$ cat src/rtl/preproc_seq_pkg.sv
// Shared types and constants for the PPG pre-processing sequencer.
// Holds the FSM state type, default timing constants and a counter-width helper.
package preproc_seq_pkg;

    typedef enum logic [1:0] {
        StIdle,
        StWarmup,
        StRun
    } seq_state_e;

    localparam int unsigned DefClkDiv = 1000;
    localparam int unsigned DefSettle = 64;

    // Bits needed to hold values 0..max_val.
    function automatic int unsigned cnt_width(input int unsigned max_val);
        return (max_val < 1) ? 1 : $clog2(max_val + 1);
    endfunction

endpackage

$ cat src/rtl/preproc_strobe_gen.sv
// Sample-rate strobe for the pre-processing chain: one-cycle pp_en every CLK_DIV cycles
// while run is high; the count restarts from zero whenever run drops.
module preproc_strobe_gen
    import preproc_seq_pkg::*;
#(
    parameter int unsigned CLK_DIV = DefClkDiv
) (
    input  logic clk,
    input  logic rst,
    input  logic run,
    output logic pp_en
);

    localparam int unsigned DW = cnt_width(CLK_DIV - 1);
    localparam logic [DW-1:0] DivLast = DW'(CLK_DIV - 1);
    localparam logic [DW-1:0] DivPreLast = DW'(CLK_DIV - 2);

    logic [DW-1:0] div_cnt;

    // pp_en is decoded one count early so the registered pulse lines up with div_cnt == last.
    always_ff @(posedge clk) begin
        if (rst || !run) begin
            div_cnt <= '0;
            pp_en   <= 1'b0;
        end else begin
            div_cnt <= (div_cnt == DivLast) ? '0 : div_cnt + 1'b1;
            pp_en   <= (div_cnt == DivPreLast);
        end
    end

endmodule

$ cat src/rtl/preproc_sequencer.sv
// Controller for the PPG pre-processing chain: start/stop FSM, filter settling discard,
// and a single-entry valid/ready output register with sticky overrun flag.
module preproc_sequencer
    import preproc_seq_pkg::*;
#(
    parameter int unsigned WIDTH   = 10,
    parameter int unsigned CLK_DIV = DefClkDiv,
    parameter int unsigned SETTLE  = DefSettle
) (
    input  logic                    clk,
    input  logic                    rst,
    input  logic                    start,
    input  logic                    stop,
    output logic                    pp_en,
    input  logic signed [WIDTH-1:0] pp_data,
    input  logic                    pp_valid,
    output logic signed [WIDTH-1:0] m_data,
    output logic                    m_valid,
    input  logic                    m_ready,
    output logic                    busy,
    output logic                    settled,
    output logic                    overrun
);

    localparam int unsigned SW = cnt_width(SETTLE);
    localparam logic [SW-1:0] SettleLast = SW'(SETTLE - 1);

    seq_state_e    state;
    logic [SW-1:0] settle_cnt;
    logic          run;

    // Drop run in the stop cycle itself so no strobe is issued once we head to idle.
    assign run = (state != StIdle) && !stop;

    preproc_strobe_gen #(
        .CLK_DIV (CLK_DIV)
    ) u_strobe_gen (
        .clk   (clk),
        .rst   (rst),
        .run   (run),
        .pp_en (pp_en)
    );

    always_ff @(posedge clk) begin
        if (rst) begin
            state      <= StIdle;
            busy       <= 1'b0;
            settled    <= 1'b0;
            settle_cnt <= '0;
            overrun    <= 1'b0;
            m_valid    <= 1'b0;
            m_data     <= '0;
        end else begin
            unique case (state)
                StIdle: begin
                    if (start && !stop) begin
                        state      <= StWarmup;
                        busy       <= 1'b1;
                        settle_cnt <= '0;
                        overrun    <= 1'b0;
                    end
                end
                StWarmup: begin
                    if (stop) begin
                        state   <= StIdle;
                        busy    <= 1'b0;
                        settled <= 1'b0;
                    end else if (pp_valid) begin
                        settle_cnt <= settle_cnt + 1'b1;
                        if (settle_cnt == SettleLast) begin
                            state   <= StRun;
                            settled <= 1'b1;
                        end
                    end
                end
                StRun: begin
                    if (stop) begin
                        state   <= StIdle;
                        busy    <= 1'b0;
                        settled <= 1'b0;
                    end
                end
                default: begin
                    state   <= StIdle;
                    busy    <= 1'b0;
                    settled <= 1'b0;
                end
            endcase

            // A pending sample is never overwritten; it drains even after stop.
            if (state == StRun && pp_valid) begin
                if (!m_valid || m_ready) begin
                    m_data  <= pp_data;
                    m_valid <= 1'b1;
                end else begin
                    overrun <= 1'b1;
                end
            end else if (m_valid && m_ready) begin
                m_valid <= 1'b0;
            end
        end
    end

endmodule

$ cat config.mk
export PLATFORM = sky130hd
export DESIGN_NAME = preproc_sequencer
export DESIGN_NICKNAME = d
export VERILOG_FILES = /design/src/rtl/preproc_seq_pkg.sv /design/src/rtl/preproc_strobe_gen.sv /design/src/rtl/preproc_sequencer.sv
export SDC_FILE = /design/constraint.sdc
export NUM_CORES = 1
export LEC_CHECK = 0
export BUFFER_PORTS_ARGS = -buffer_cell sky130_fd_sc_hd__buf_2
export CAP_MARGIN = 30
export CORE_ASPECT_RATIO = 0.5
export CORE_MARGIN = 3
export CORE_UTILIZATION = 53
export DETAILED_ROUTE_END_ITERATION = 8
export GPL_TIMING_DRIVEN = 0
export PLACE_DENSITY = 0.77
export SYNTH_ARGS = -nofsm -noshare
export SYNTH_HDL_FRONTEND = slang
export SYNTH_SLANG_ARGS = --single-unit
$ cat constraint.sdc
create_clock -name clk -period 2.6 [get_ports clk]
set_clock_uncertainty 0.2 [all_clocks]
set_input_delay 0 -clock clk [delete_from_list [all_inputs] [get_ports clk]]
set_output_delay 0 -clock clk [all_outputs]
set_load 0.005 [all_outputs]
==> Word-level counts from Yosys, hierarchy flattened <==
Index checks and enable logic that the tools add are counted.
{ "word_totals": {"regBits": 34, "in_bits": 16, "word_cells": 70} }
{ "classes": {"add_sub_neg": 2, "eq_ne": 13, "muxes": 24, "n_bitwise": 1, "reduce_logical": 21} }
{ "op_table": {"columns": ["cell", "n"], "rows": [
  ["$mux W7", 3],
  ["$eq A10 B10 Y1 const B", 2],
  ["$pmux W7 S2", 1],
  ["$mux W1", 12],
  ["$reduce_and A4 Y1", 3],
  ["$add A10 B1 Y10 const B", 1],
  ["$mux W2", 5],
  ["$ne A2 B2 Y1 const B", 4],
  ["$add A7 B1 Y7 const B", 1],
  ["$eq A7 B6 Y1 const B", 1],
  ["$ne A3 B3 Y1 const B", 2],
  ["$pmux W2 S3", 1],
  ["$reduce_and A2 Y1", 3],
  ["$reduce_bool A2 Y1", 3],
  ["$logic_and A1 B1 Y1", 4],
  ["$ne A2 B1 Y1 const B", 2],
  ["$reduce_or A2 Y1", 2],
  ["$logic_not A1 Y1", 3],
  ["$pmux W1 S3", 1],
  ["$eq A2 B1 Y1 const B", 1],
  ["$eq A2 B2 Y1 const B", 1],
  ["$logic_not A2 Y1", 1],
  ["$logic_or A1 B1 Y1", 2],
  ["$pmux W1 S2", 1],
  ["$not A1 Y1", 1]
]} }

==> Logic depth before layout (Yosys ltp) <==
Gate-level depths: netlist of run 1.
{ "logic_depth": {"ltp_word": 6, "depth_mapped": 7} }

==> Modules after synthesis <==
From an unflattened synthesis of run 1, not the netlist that was laid out.
{ "hier_totals": {"hier_cells": 163, "hier_area_um2": 1527.7} }
{ "modules_own_cells": {"columns": ["mod", "instances", "cells_each", "area_per_inst_um2", "seq_area_each_um2"], "rows": [
  ["preproc_sequencer", 1, 111, 1022.2, 460.4],
  ["preproc_strobe_gen", 1, 52, 505.5, 220.2]
]} }

==> Worst setup path before layout of run 1 <==
No wires, ideal clock.
{ "synth_path": {"path_type": "reg-to-reg", "from": "reg state[0]", "to": "reg settle_cnt[5]", "arrival_time_ns": 1.567, "setup_slack_ns": 0.708, "path_stages_with_launch": 8, "cell_sequence": "dfxtp_1 > inv_1 > ha_1 > buf_2 > nor2b_4 > or3_4 > o311ai_1 > nand2_1"} }
{ "synth_via": {"elab_chain_len": 3} }
{ "synth_lines": {"columns": ["element", "line", "rtl"], "rows": [
  ["start, declared", "preproc_sequencer.sv:28", "seq_state_e state;"],
  ["start signal, assigned", "preproc_sequencer.sv:46", "state <= StIdle;"],
  ["start signal, assigned", "preproc_sequencer.sv:57", "state <= StWarmup;"],
  ["start signal, assigned", "preproc_sequencer.sv:65", "state <= StIdle;"],
  ["$eq A2 B1 Y1 or $logic_not A2 Y1 (tied branches)", "preproc_sequencer.sv:54", "unique case (state)"],
  ["$ne A2 B2 Y1 (no line) or $reduce_bool A2 Y1 (tied branches)", null, null],
  ["$reduce_and A4 Y1 (no line)", null, null],
  ["end signal, assigned", "preproc_sequencer.sv:69", "settle_cnt <= settle_cnt + 1'b1;"],
  ["end, declared", "preproc_sequencer.sv:29", "logic [SW-1:0] settle_cnt;"]
]} }
Several ways; a longest one is shown, not always the timed one.
A chain may end at the register's enable or synchronous reset.

==> Final worst setup path of run 1 <==
{ "layout_path": {"from": "reg state[0]", "to": "reg state[0]"} }
{ "layout_via": {"elab_chain_len": 3} }
{ "layout_lines": {"columns": ["element", "line"], "rows": [
  ["$eq A2 B1 Y1 (tied with other cells)", "preproc_sequencer.sv:54"],
  ["$ne A3 B3 Y1 (no line) or $ne A2 B2 Y1 (tied branches)", null],
  ["$reduce_and A4 Y1 (no line)", null]
]} }
Several ways; a longest one is shown, not always the timed one.

==> results of run 1 <==
-- worst max-delay path by stage --
stage	end	slack (ns)	depth (start not counted)
floorplan	settle_cnt[5]	0.71	7
global placement	settle_cnt[5]	0.60	7
detailed placement	settle_cnt[5]	0.52	7
CTS	state[0]	0.23	6
global route	state[0]	0.12	6
finish	state[0]	0.21	6
-- timing repair --
action / CTS / global route
hold endpoints to repair: 23 / 0
gates resized for setup: 0 / 0
hold buffers: 17 / 0
-- state kept, by name, summed over array words and instances (netlist names) --
name / count
u_strobe_gen.pp_en: 1
state: 2
settled: 1
m_data: 10
m_valid: 1
overrun: 1
settle_cnt: 7
u_strobe_gen.div_cnt: 10
busy: 1
-- cell families (layout without fill, tap and decap cells) --
kind of cell               count (synthesis)  count (layout)  synth area share
adders and majority gates                  6               6           0.04800
and+or+nand+nor                           83              83            0.2688
DFF                                       34              34            0.4352
buffers and inverters                     13              68           0.03840
AOI/OAI and AO/OA                         22              22           0.08320
muxes                                     11              11           0.07040
xor gates and xnor gates                  10              10           0.05600
-- critical path: stages, from the launching register on --
cell           delay (ns)
dfxtp_1              0.39
inv_1                0.09
ha_1                 0.29
nor4_1               0.50
nand2b_1             0.17
a2111oi_0            0.09
dlygate4sd3_1        0.56
-- cell type report --
cell class / instances / area (sq um)
multi-input cells: 132 / 823.3
flip-flops and latches: 34 / 680.7
fillers: 184 / 659.4
repair buffers: 47 / 320.3
clock buffers: 8 / 110.1
well taps: 37 / 46.29
plain buffers: 6 / 33.78
inverters: 7 / 26.28
-- power breakdown --
group          switching (mW)  internal (mW)  leakage, nW  total (mW)
Sequential            0.00429          0.525        0.274       0.530
Clock                   0.195          0.267       0.0575       0.463
Combinational          0.0460         0.0471        0.471      0.0931
-- metrics by stage --
step	total power [mW]	hold slack, ns	utilization
2_1_floorplan	0.5860	-0.1169	-
3_3_place_gp	0.6111	0.03155	0.6520
3_5_place_dp	0.6134	0.04139	0.6520
4_1_cts	1.089	0.2755	0.7558
5_1_grt	1.124	0.2942	0.7558
6_report	1.085	0.2752	0.7558
-- cell usage after synthesis --
| library cell | number | area [sq um] |
|---|---|---|
| dfxtp_1 | 34 | 680.7 |
| nor2_1 | 33 | 123.9 |
| mux2i_1 | 11 | 110.1 |
| nand2_1 | 10 | 37.54 |
| nor3_1 | 10 | 50.05 |
| a21oi_1 | 9 | 45.04 |
| nand3_1 | 8 | 40.04 |
| xnor2_1 | 8 | 70.07 |
| inv_1 | 7 | 26.28 |
| ha_1 | 6 | 75.07 |
| o21ai_0 | 6 | 30.03 |
| nand4_1 | 4 | 25.02 |
| nor4_1 | 4 | 25.02 |
| buf_2 | 3 | 15.01 |
| a31oi_1 | 2 | 12.51 |
| and3_1 | 2 | 12.51 |
| clkbuf_1 | 2 | 7.510 |
| nand2b_1 | 2 | 12.51 |
| nand4b_1 | 2 | 17.52 |
| o311ai_1 | 2 | 17.52 |
| xor2_1 | 2 | 17.52 |
| a2111oi_0 | 1 | 8.760 |
| a21o_1 | 1 | 7.510 |
| a311oi_1 | 1 | 8.760 |
| and4bb_2 | 1 | 12.51 |
| buf_6 | 1 | 11.26 |
| nand3b_1 | 1 | 7.510 |
| nor2_4 | 1 | 11.26 |
| nor2b_1 | 1 | 6.260 |
| nor2b_4 | 1 | 13.76 |
| or2b_1 | 1 | 7.510 |
| or3_1 | 1 | 6.260 |
| or3_4 | 1 | 11.26 |
-- per-layer routing --
layer	part of all wire	vias up	GRT usage
li1	-	729	-
met4	0.015	0	0.09446
met3	0.047	7	0.06877
met2	0.48	39	0.3599
met1	0.46	678	0.2511
met5	0	-	0
==> metrics, run 1 <==
Worst-Skew Late Latency=0.29 ns; Final Max Slew Viols=0; Critical Path RT=2.59 ns; cts bufs inserted=5; Synth cell types=33; dpl ws=0.5234 ns; DR WL/cell=13.21 um; I/O Pins=31; Area Overhead vs Synth=30.48%; post-route clock period utilization=0.9204; most frequent cells in the layout=dfxtp_1 (34), nor2_1 (33), buf_2 (33), dlygate4sd3_1 (17), mux2i_1 (11); Worst Path Max Fanout=6; r2r endpoint=state[0]; Final GP Congestion=0.8621; global-route wire length before repair=6141 um; placed cell area=1760 sq um; register area share after synthesis=0.4352; global route overflow=0; fin area=2041 sq um; Post-CTS Setup Bufs=0; core area=2700 sq um; final setup margin=0.2071 ns; largest net degree at the start of global routing=11; Max IR drop VDD=0.3722 mV; # DRC=0; antenna diode count=0; Worst Tran Pin Value=0.4989 ns; placed insts=246; antenna violations before repair=0; cell row count=13; Ys Warns=0; Clock Sinks=34; Power Density=531.8 nW/um^2; Detail Placement HPWL=2306 um; vias=1,453; worst reg-to-reg path cell count=6; setup TNS=0 ns; TritonRoute pass-1 iters=4; most common cell after layout, fill and taps aside=dfxtp_1; Hold Path Cell Cnt=2; die area=3678 sq um; hold_sp=overrun; r2r setup slk=0.21 ns; First DRT Iteration DRCs=62; starting density of the core=0.5792; non-filler cells, final=271; Buffers on Ports=30; CP startpoint=state[0]; clock transition at the registers of the reported paths=0.07 ns; CTS tree=built; vias in the first global route=1,404; min-delay worst type=reg -> reg; drt total wl=3579 um; Setup violations, final=0; minimum clock period=2.393 ns; root buffer cell=clkbuf_8; Worst Path Arrival=2.38 ns; LEAKAGE=0.8024 nW; layout cell share with drive strength beyond 1=0.1966; Syn Area/Cell=8.737 sq um; Max Freq=0.4179 GHz; Fin. Hold Viols=0; Clock Tree Buf Depth=2; status=completed; Total GRT Usage=0.2111; critical path endpoint category=register; Chip Width=82.83 um; Worst Hold Path EP=overrun; max-cap violation count=0; CP Class=reg -> reg; nets=255; unrepaired setup endpoints after global routing=no; Mapped Cells=179; Syn Std Cell Area=1564 sq um; post-route antenna net violation count=0; Yosys reg bits=34; drt via density=5.362; Die H=44.41 um; RR Startpoint=state[0]; syn nets=201; H-Tree Depth=2; Worst setup SP type=register; max_slew headroom=0.6643
No activity file was read; power rests on OpenSTA's default activity.
==> inputs of run 2 (changes only) <==
--- a/config.mk
+++ b/config.mk
@@ -5,6 +5,7 @@
 export SDC_FILE = /design/constraint.sdc
 export NUM_CORES = 1
 export LEC_CHECK = 0
+export ABC_AREA = 1
 export BUFFER_PORTS_ARGS = -buffer_cell sky130_fd_sc_hd__buf_2
 export CAP_MARGIN = 30
 export CORE_ASPECT_RATIO = 0.5
@@ -13,6 +14,7 @@
 export DETAILED_ROUTE_END_ITERATION = 8
 export GPL_TIMING_DRIVEN = 0
 export PLACE_DENSITY = 0.77
+export SKIP_CTS_REPAIR_TIMING = 1
 export SYNTH_ARGS = -nofsm -noshare
 export SYNTH_HDL_FRONTEND = slang
 export SYNTH_SLANG_ARGS = --single-unit
==> run 2 against run 1 <==
Compared with the run above:
- combinational power grew to 5.3 times the previous value
- maximum frequency shrank 2.4%
- first-iteration DRC count grew 45%
- critical path type unchanged
- largest cell class unchanged
- largest power group unchanged
==> metrics, run 2 <==
r2r setup slk=0.15 ns (-0.06 ns); status=completed; layout cell share with drive strength beyond 1=0.2302 (+0.03361); critical path endpoint category=register; Final GP Congestion=0.8430 (-2.2%); most common cell after layout, fill and taps aside=nor2_1; global-route wire length before repair=5257 um (-14%); root buffer cell=clkbuf_8; clock transition at the registers of the reported paths=0.07 ns (about the same); r2r endpoint=busy; die area=3686 sq um (+0.22%); dpl ws=0.8967 ns (+0.3733 ns); drt via density=4.983 (-7.1%); Worst Path Arrival=2.48 ns (+0.10 ns); vias=1,505 (+3.6%); antenna diode count=0 (unchanged); CP cell instances=inv_1, ha_1, nand2_2, nand3_1, dlygate4sd3_1, a21oi_1, dlygate4sd3_1; First DRT Iteration DRCs=90 (+45%); Die H=44.46 um (+0.11%); min-delay worst type=reg -> reg; Stages on worst setup path=7 (+1); LEAKAGE=0.9195 nW (+15%); minimum clock period=2.452 ns (+0.05921 ns); post-route clock period utilization=0.9431 (+0.02277); Worst Hold Slack=0.2474 ns (-0.02774 ns); Clk pwr share=0.304 (-0.122); Total GRT Usage=0.1810 (-0.03008); Worst Path Max Fanout=5 (-1); core area=2700 sq um (unchanged); Yosys reg bits=34 (unchanged); starting density of the core=0.5806 (+0.001390); Worst setup SP type=register; number of synthesized flops with an enable pin=0 (unchanged); Reg power frac=0.391 (-0.097); Worst Tran Pin Value=0.4045 ns (-0.09444 ns); Crit path max-delay family=buffers and inverters; final setup margin=0.1479 ns (-0.05921 ns); drt total wl=3691 um (+3.1%); setup TNS=0 ns (unchanged); slowest CP cell=dlygate4sd3_1; Sw Ratio=0.3256 (+0.09934); Synth cell types=25 (-24%); RR Startpoint=state[0]; Max IR drop VDD=0.5584 mV (+50%); DR WL/cell=12.22 um (-7.5%); top cells by count, synth=nor2_1 (43), nand2_1 (38), dfxtp_1 (34); global route overflow=0 (unchanged); Synth top area share=0.4342 (-0.001042); Fillers=204 (+11%); Clock Sinks=34 (unchanged); Max Freq=0.4078 GHz (-2.4%); dominant synthesized flop cell=dfxtp_1; WP buf/inv=3 (+1); Ys Warns=0 (unchanged); H-Tree Depth=2 (unchanged); Syn Std Cell Area=1568 sq um (+0.24%); Logic pwr share=0.305 (+0.219); Detail Placement HPWL=2397 um (+3.9%); syn nets=234 (+16%); register area share after synthesis=0.4342 (-0.001042); met2 usage=0.3408 (-0.01911); most frequent cells in the layout=nor2_1 (43), nand2_1 (38), dfxtp_1 (34), buf_2 (31), inv_1 (21); most used cell, CP=dlygate4sd3_1; max-cap violation count=0 (unchanged); Pint=1.091 mW (+30%); Fin. Hold Viols=0 (unchanged); post-route antenna net violation count=0 (unchanged); Mapped Cells=212 (+18%); met3 usage=0.06134 (-0.007435); worst reg-to-reg path cell count=7 (+1); Power Density=791.9 nW/um^2 (+49%); Psw=526.5 uW (+110%); Worst-Skew Late Latency=0.28 ns (about the same); vias in the first global route=1,274 (-9.3%); hold_sp=settled; CTS tree=built; most frequent cell after synthesis=nor2_1; CP max stage delay=0.58 ns (+0.02 ns); async set-or-reset flop fraction in the synthesized netlist=0 (unchanged); TritonRoute pass-1 iters=6 (+2); Area Overhead vs Synth=30.25%; antenna violations before repair=0 (unchanged); cell row count=13 (unchanged); Hold Path Cell Cnt=2 (unchanged); Chip Width=82.92 um (+0.11%); unrepaired setup endpoints after global routing=no; CP Class=reg -> reg; max_slew headroom=0.7283 (+0.06395); Final Max Slew Viols=0 (unchanged); grt met1 use=0.1953 (-0.05588); nets=287 (+13%); # DRC=0 (unchanged); Clock Tree Buf Depth=2 (unchanged); Buffers on Ports=29 (-3.3%); Most Crowded Layer GR=met2; biggest regs=m_data: 10 flops, u_strobe_gen.div_cnt: 10 flops, settle_cnt: 7 flops; Syn Area/Cell=7.395 sq um (-15%); Setup violations, final=0 (unchanged); synth top area cells=dfxtp_1 (43%), nor2_1 (10%), nand2_1 (9.1%); cts bufs inserted=5 (unchanged); I/O Pins=31 (unchanged); Critical Path RT=2.63 ns (+0.04 ns); CP startpoint=state[0]; largest net degree at the start of global routing=11 (unchanged); Synth area leader=dfxtp_1; end point of the critical path=busy
-- run 2: area by class of cell --
cell class / count / area [sq um] / area share
Buffer: 3 / 15.01 / 0.007353
Clock buffer: 6 / 82.58 / 0.04044
Clock inverter: 1 / 30.03 / 0.01471
Inverter: 26 / 97.59 / 0.04779
Multi-Input combinational cell: 149 / 774.5 / 0.3793
Sequential cell: 34 / 680.7 / 0.3333
Tap cell: 37 / 46.29 / 0.02267
Timing Repair Buffer: 46 / 315.3 / 0.1544
-- run 2: cells by family (layout without fill, tap and decap cells) --
kind of cell               Yosys count  count (layout)  share of synthesized area
buffers and inverters               29              82                    0.07182
DFF                                 34              34                     0.4342
xor gates and xnor gates             6               6                    0.03832
adders and majority gates            6               6                    0.04788
AOI/OAI and AO/OA                   26              26                    0.08540
and+or+nand+nor                    111             111                     0.3224
-- run 2: layer usage --
layer  part of all wire  wire [um]
met4              0.048        177
met2               0.51       1872
met5                  0          0
met1               0.40       1465
met3              0.047        175
-- run 2: worst reg2reg max path, delay by kind of cell (launching register included) --
| kind | cells | cell delay [ns] |
|---|---|---|
| compound gates | 1 | 0.12 |
| fa+ha+maj | 1 | 0.27 |
| buf+inv | 3 | 1.20 |
| flops | 1 | 0.38 |
| simple gates | 2 | 0.23 |
-- run 2: per-stage QoR --
| step | instance area [sq um] | cells | power, mW | util |
|---|---|---|---|---|
| final | 2042 | 302 | 1.617 | 0.7563 |
| after global routing | 2042 | 302 | 1.709 | 0.7563 |
| after CTS | 1872 | 285 | 1.571 | 0.6932 |
| after detailed placement | 1759 | 278 | 1.077 | 0.6515 |
| after global placement | 1759 | 278 | 1.065 | 0.6515 |
| after floorplan | 1568 | 212 | 0.9481 | - |
-- run 2: how the worst min path moves through the flow --
stage,endpoint,slack [ns]
finish,settled,0.25
global route,settled,0.28
CTS,m_data[1],-0.26
detailed placement,m_data[1],0.03
global placement,m_data[7],0.02
floorplan,m_data[8],-0.07
-- run 2: power by group through the flow --
| stage | combinational (mW) | sequential [mW] | clock, mW |
|---|---|---|---|
| floorplan | 0.308 | 0.640 | 0 |
| global placement | 0.428 | 0.637 | 0 |
| detailed placement | 0.437 | 0.640 | 0 |
| CTS | 0.440 | 0.630 | 0.501 |
| global route | 0.549 | 0.640 | 0.520 |
| finish | 0.493 | 0.632 | 0.492 |
